===== src/rtl/ps2_scan_controller.sv =====
// PS/2 Set-2 scan-code sequencer: turns raw scan bytes into key events.
// It resolves E0/F0/E1 prefixes, drops device status bytes, queues events in a
// first-word-fall-through FIFO and tracks the shift, ctrl and caps-lock state.
module ps2_scan_controller #(
    parameter int unsigned DEPTH          = 8,
    parameter int unsigned TIMEOUT_CYCLES = 50000
) (
    input  logic                     clk,
    input  logic                     reset,
    input  logic [7:0]               scan_code,
    input  logic                     scan_valid,
    input  logic                     rd_en,
    input  logic                     clr_ovf,
    output logic [9:0]               event_data,
    output logic                     event_valid,
    output logic [$clog2(DEPTH):0]   count,
    output logic                     overflow,
    output logic                     shift,
    output logic                     ctrl,
    output logic                     caps_lock
);

    localparam int unsigned AW = $clog2(DEPTH);
    localparam int unsigned CW = AW + 1;
    localparam int unsigned TW = $clog2(TIMEOUT_CYCLES + 1);

    typedef enum logic [2:0] {StIdle, StExt, StBrk, StExtBrk, StPause} state_e;

    state_e        state_q, state_d;
    logic [2:0]    skip_q, skip_d;
    logic [TW-1:0] tmo_q, tmo_d;
    logic          emit;
    logic [9:0]    emit_data;
    logic          is_status;

    // Device replies (BAT, ACK, resend, echo, errors) are not key events
    assign is_status = scan_code inside {8'hAA, 8'hFA, 8'hFE, 8'hEE, 8'h00, 8'hFF};

    // Prefix decoder: next state, pause skip count, idle timeout and event emission
    always_comb begin
        state_d   = state_q;
        skip_d    = skip_q;
        tmo_d     = tmo_q;
        emit      = 1'b0;
        emit_data = '0;
        if (scan_valid) begin
            tmo_d = '0;
            case (state_q)
                StIdle: begin
                    if (scan_code == 8'hE0) begin
                        state_d = StExt;
                    end else if (scan_code == 8'hF0) begin
                        state_d = StBrk;
                    end else if (scan_code == 8'hE1) begin
                        state_d = StPause;
                        skip_d  = 3'd7;
                    end else if (!is_status) begin
                        emit      = 1'b1;
                        emit_data = {2'b00, scan_code};
                    end
                end
                StExt: begin
                    if (scan_code == 8'hF0) begin
                        state_d = StExtBrk;
                    end else begin
                        emit      = 1'b1;
                        emit_data = {2'b01, scan_code};
                        state_d   = StIdle;
                    end
                end
                StBrk: begin
                    emit      = 1'b1;
                    emit_data = {2'b10, scan_code};
                    state_d   = StIdle;
                end
                StExtBrk: begin
                    emit      = 1'b1;
                    emit_data = {2'b11, scan_code};
                    state_d   = StIdle;
                end
                StPause: begin
                    // The 7 bytes after E1 are swallowed; the last one yields the pause key
                    skip_d = skip_q - 3'd1;
                    if (skip_q == 3'd1) begin
                        emit      = 1'b1;
                        emit_data = 10'h177;
                        state_d   = StIdle;
                    end
                end
                default: state_d = StIdle;
            endcase
        end else if (state_q != StIdle) begin
            if (tmo_q == TW'(TIMEOUT_CYCLES - 1)) begin
                state_d = StIdle;
                tmo_d   = '0;
            end else begin
                tmo_d = tmo_q + TW'(1);
            end
        end
    end

    // Decoder state register
    always_ff @(posedge clk) begin
        if (!reset) begin
            state_q <= StIdle;
            skip_q  <= '0;
            tmo_q   <= '0;
        end else begin
            state_q <= state_d;
            skip_q  <= skip_d;
            tmo_q   <= tmo_d;
        end
    end

    logic lshift_q, rshift_q, lctrl_q, rctrl_q, caps_held_q, caps_q;

    // Modifier tracking follows every emitted event, whether or not the FIFO accepts it
    always_ff @(posedge clk) begin
        if (!reset) begin
            lshift_q    <= 1'b0;
            rshift_q    <= 1'b0;
            lctrl_q     <= 1'b0;
            rctrl_q     <= 1'b0;
            caps_held_q <= 1'b0;
            caps_q      <= 1'b0;
        end else if (emit) begin
            case (emit_data[8:0])
                9'h012: lshift_q <= !emit_data[9];
                9'h059: rshift_q <= !emit_data[9];
                9'h014: lctrl_q  <= !emit_data[9];
                9'h114: rctrl_q  <= !emit_data[9];
                9'h058: begin
                    caps_held_q <= !emit_data[9];
                    // Typematic repeats arrive while held and must not toggle
                    if (!emit_data[9] && !caps_held_q) begin
                        caps_q <= !caps_q;
                    end
                end
                default: ;
            endcase
        end
    end

    assign shift     = lshift_q | rshift_q;
    assign ctrl      = lctrl_q | rctrl_q;
    assign caps_lock = caps_q;

    logic [9:0]    mem_q [DEPTH];
    logic [AW-1:0] wr_ptr_q, rd_ptr_q;
    logic [CW-1:0] count_q;
    logic          overflow_q;
    logic          full, empty, do_pop, do_push, drop;

    assign full    = (count_q == CW'(DEPTH));
    assign empty   = (count_q == '0);
    assign do_pop  = rd_en && !empty;
    // A pop in the same cycle frees the slot, so a push into a full FIFO is still legal
    assign do_push = emit && (!full || do_pop);
    assign drop    = emit && full && !do_pop;

    // FIFO pointers, occupancy and sticky overflow
    always_ff @(posedge clk) begin
        if (!reset) begin
            wr_ptr_q   <= '0;
            rd_ptr_q   <= '0;
            count_q    <= '0;
            overflow_q <= 1'b0;
        end else begin
            if (do_push) begin
                wr_ptr_q <= wr_ptr_q + AW'(1);
            end
            if (do_pop) begin
                rd_ptr_q <= rd_ptr_q + AW'(1);
            end
            if (do_push && !do_pop) begin
                count_q <= count_q + CW'(1);
            end else if (do_pop && !do_push) begin
                count_q <= count_q - CW'(1);
            end
            if (drop) begin
                overflow_q <= 1'b1;
            end else if (clr_ovf) begin
                overflow_q <= 1'b0;
            end
        end
    end

    // FIFO storage; contents are don't-care until written
    always_ff @(posedge clk) begin
        if (reset && do_push) begin
            mem_q[wr_ptr_q] <= emit_data;
        end
    end

    assign event_valid = !empty;
    assign event_data  = empty ? 10'h000 : mem_q[rd_ptr_q];
    assign count       = count_q;
    assign overflow    = overflow_q;

endmodule


===== config.mk =====
export PLATFORM = sky130hd
export DESIGN_NAME = ps2_scan_controller
export DESIGN_NICKNAME = d
export VERILOG_FILES = /design/src/rtl/ps2_scan_controller.sv
export SDC_FILE = /design/constraint.sdc
export NUM_CORES = 1
export LEC_CHECK = 0
export BUFFER_PORTS_ARGS = -buffer_cell sky130_fd_sc_hd__buf_2
export CAP_MARGIN = 10
export CORE_MARGIN = 2
export CORE_UTILIZATION = 25
export DETAILED_ROUTE_END_ITERATION = 10
export HOLD_SLACK_MARGIN = 0.03
export MAX_ROUTING_LAYER = met4
export PLACE_DENSITY = 0.45
export SYNTH_ARGS = -nofsm -noshare
export SYNTH_HDL_FRONTEND = slang
export SYNTH_SLANG_ARGS = --single-unit

===== constraint.sdc =====
create_clock -name clk -period 8.26 [get_ports clk]
set_clock_uncertainty 0.1 [all_clocks]
set_input_delay 0.413 -clock clk [delete_from_list [all_inputs] [get_ports clk]]
set_output_delay 0.413 -clock clk [all_outputs]
set_load 0.005 [all_outputs]

==> run_results.csv <==
group,metric,value,unit
status,status,"finished clean",
worst_setup_path,crit_family,"simple AND/OR/NAND/NOR gates",
worst_setup_path,critical_path_class,"flop to flop",
finish,nets,484,
sta,period_minus_slack,3.63,ns
logic_synthesis,synth_compound_area_share,6.91,%
sta,rsz0062_at_grt,"false",
logic_synthesis,yosysSeqAreaShare,59.1,%
finish,multiInputGateArea,2100,µm²
logic_synthesis,synthFlopType,"edfxtp_1",
logic_synthesis,async_flop_share,0,%
logic_synthesis,synthesis.nets,445,
sta,maxSlewViolCount,0,
logic_synthesis,yosysWarnings,0,
placement,gp_congestion,0.742,
grt,grt-ovfl-total,0,
logic_synthesis,synth_cell_types,55,
sta,fin_tns_setup,0,ns
logic_synthesis,synth-edff-count,80,
clock_tree,ctsRootBufferMaster,"clkbuf_16",
logic_synthesis,synth_top_area_cell,"edfxtp_1",
worst_setup_path,slowest_stage,"nor2_1",
routing,highest_layer,"met4",
routing,routed_wl,12.3,mm
sta,relSlewSlack,28.5,%
placement,placed_cells,723,
grt,antenna_found_initial,1,
logic_synthesis,syn_area,5480,µm²
finish,fin_cells,756,
floorplanning,die_h,152,µm
worst_setup_path,arrival,3.87,ns
worst_setup_path,endpoint_kind,"flop",
worst_setup_path,worst-path-buf-inv,2,
floorplanning,dieArea,23100,µm²
grt,grt_pass1_vias,3549,
routing,wire_per_inst,16.2,µm
routing,m1WireLength,5.62,mm
finish,fin_util,30.4,%
routing,vias,3399,
logic_synthesis,synth.area.mux_share,11.3,%
floorplanning,core.rowCount,54,
logic_synthesis,synth_area_leaders,"edfxtp_1 (44%), dfxtp_1 (15%), mux4_2 (8.2%)",
floorplanning,core_area,21700,µm²
clock_tree,cts_setup_buffers,0,
worst_setup_path,start_kind,"flop",
logic_synthesis,synthesis.instances,423,
routing,dr_wl_met2,6.03,mm
logic_synthesis,yosysMostFrequentCell,"edfxtp_1",
flow_run,maxCapViolations,0,
routing,first_pass_iters,5,
sta,worstMarginPinSlew,1.07,ns
sta,fmax,275,MHz
clock_tree,ctsHtreeMaxLevel,4,
logic_synthesis,synth_top_family_by_area,"simple AND/OR/NAND/NOR gates",
routing,ant_nets,0,
clock_tree,cts_tree,"yes",
sta,final_hold_viol_count,0,
hold_path,worstHoldPathType,"primary input to flop",
sta,fin_crit_sh,44.0,%
placement,io_buffers,31,
finish,syn2layout_area_growth,20.1,%
power_and_ir_drop,power.density,273,nW/µm²
clock_tree,clk_latency,0.41,ns
worst_setup_path,path_cells,"or3_1, nor2_1, inv_1, nand2_1, ha_1, inv_1, ha_1, a21o_1, a21oi_1, xnor2_1, or3_1, a21boi_0",
logic_synthesis,yosysTopAreaCellShare,43.8,%
logic_synthesis,yosys.area_share.simple,14.6,%
worst_setup_path,max_stage_delay,0.81,ns
grt,grt_max_degree,31,
grt,grt_first_pass_wirelength,19.8,mm
floorplanning,io_pins,32,
floorplanning,fp.dieW,152,µm
clock_tree,cts-buffers-inserted,17,
grt,grt.total_usage,11.6,%
floorplanning,start_util,25.3,%
clock_tree,clk_pin_slew_worst_paths,0.05,ns
clock_tree,clock-sinks,122,
power_and_ir_drop,leakage,2.25,nW
finish,drive_gt1_share,22.1,%
finish,fillerInstances,2213,
worst_setup_path,worstPathMaxFanout,11,
clock_tree,cts-hold-fix-buffers,0,
clock_tree,clk_path_buf_depth,2,
finish,ff_latch_area,3240,µm²
logic_synthesis,yosys-top-cells-count,"edfxtp_1 (80), nor2_1 (44), dfxtp_1 (42)",
logic_synthesis,ys_ff_latch,122,
clock_tree,post_cts_resized,0,
worst_setup_path,cp.required,8.50,ns
routing,drtIter0Drc,207,
logic_synthesis,synthAdderAreaFrac,2.19,%
placement,dp_hpwl,8.31,mm
sta,setup_viol,0,
logic_synthesis,synthXorXnorAreaFrac,3.35,%
routing,drc_errors,0,
routing,via_per_inst,4.50,
routing,wl_met3,499,µm
power_and_ir_drop,irDropWorstVdd,133,µV
logic_synthesis,syn_avg_cell_area,13.0,µm²
## metrics by stage
| step | area (µm²) | total power, mW | hold slack [ns] | setup WS [ns] |
|---|---|---|---|---|
| after floorplan | 5480 | 0.936 | 0.330 | 5.10 |
| after global placement | 5960 | 1.04 | 0.351 | 4.64 |
| after detailed placement | 5960 | 1.05 | 0.354 | 4.53 |
| after CTS | 6580 | 1.83 | 0.214 | 4.52 |
| after global routing | 6590 | 1.90 | 0.226 | 4.23 |
| final | 6590 | 1.80 | 0.222 | 4.63 |
## worst paths after layout
path	start	end	slack [ns]	cells past startpoint
max	count[0]	count[3]	4.63	12
min	clr_ovf	overflow	0.22	4
max reg2reg	count[0]	count[3]	4.63	12
min reg2reg	lshift_q	lshift_q	0.36	2
## flip-flops by register name, summed over array words and instances, names as in the netlist, named ones only
signal / count
skip_q: 3
rctrl_q: 1
overflow: 1
caps_held_q: 1
lshift_q: 1
tmo_q: 16
rshift_q: 1
caps_lock: 1
rd_ptr_q: 3
lctrl_q: 1
state_q: 3
mem_q: 80
wr_ptr_q: 3
count: 4
## placed cells by master (no fill, tap or decap), types with 4 or more instances in the layout
master	instances
nand2b_1	4
a211oi_1	4
edfxtp_1	80
buf_2	31
clkbuf_16	17
xnor2_1	11
bufinv_16	4
nor2_1	44
nor2b_1	9
nor4_1	4
xor2_1	10
buf_4	9
and3_1	6
mux4_2	20
dfxtp_1	42
and2_1	6
ha_1	8
o21a_1	4
nand2_1	28
nor3_1	9
o21ai_0	8
or3_1	5
nand3_1	15
clkinv_4	4
inv_1	10
mux2i_1	17
a21oi_1	13
nand4_1	7
## area by class of cell
type / instances / area share, %
Antenna cell: 1 / 0.0380
Inverter: 10 / 0.570
Clock inverter: 13 / 2.93
Tap cell: 280 / 5.32
Sequential cell: 122 / 49.2
Clock buffer: 19 / 6.57
Timing Repair Buffer: 40 / 3.38
Multi-Input combinational cell: 271 / 32.0
## per-layer routing
| metal | up-vias | track usage, % |
|---|---|---|
| met1 | 1691 | 13.9 |
| met2 | 43 | 18.4 |
| met3 | 8 | 4.34 |
| met5 | - | - |
| met4 | 0 | 3.20 |
| li1 | 1657 | - |
## report_power, final
part	switching (mW)	total [mW]	internal, mW
clock	0.274	0.782	0.508
sequential	0.0271	0.701	0.674
combinational	0.158	0.318	0.160
total	0.459	1.80	1.34
## worst register-to-register path, cell delays in order, from the launching register on
cell and delay, ns:
dfxtp_1 0.36, or3_1 0.41, nor2_1 0.81, inv_1 0.22
nand2_1 0.19, ha_1 0.20, inv_1 0.09, ha_1 0.27
a21o_1 0.17, a21oi_1 0.17, xnor2_1 0.09, or3_1 0.30
a21boi_0 0.17
## logic make-up (layout without fill, tap and decap cells)
family	count (synthesis)	in the layout
compound gates	49	49
xor+xnor	21	21
fa+ha+maj	9	9
buf+inv	30	82
flops	122	122
mux	37	37
other cells	0	1
simple gates	155	155
(Power assumes the default switching activity.)
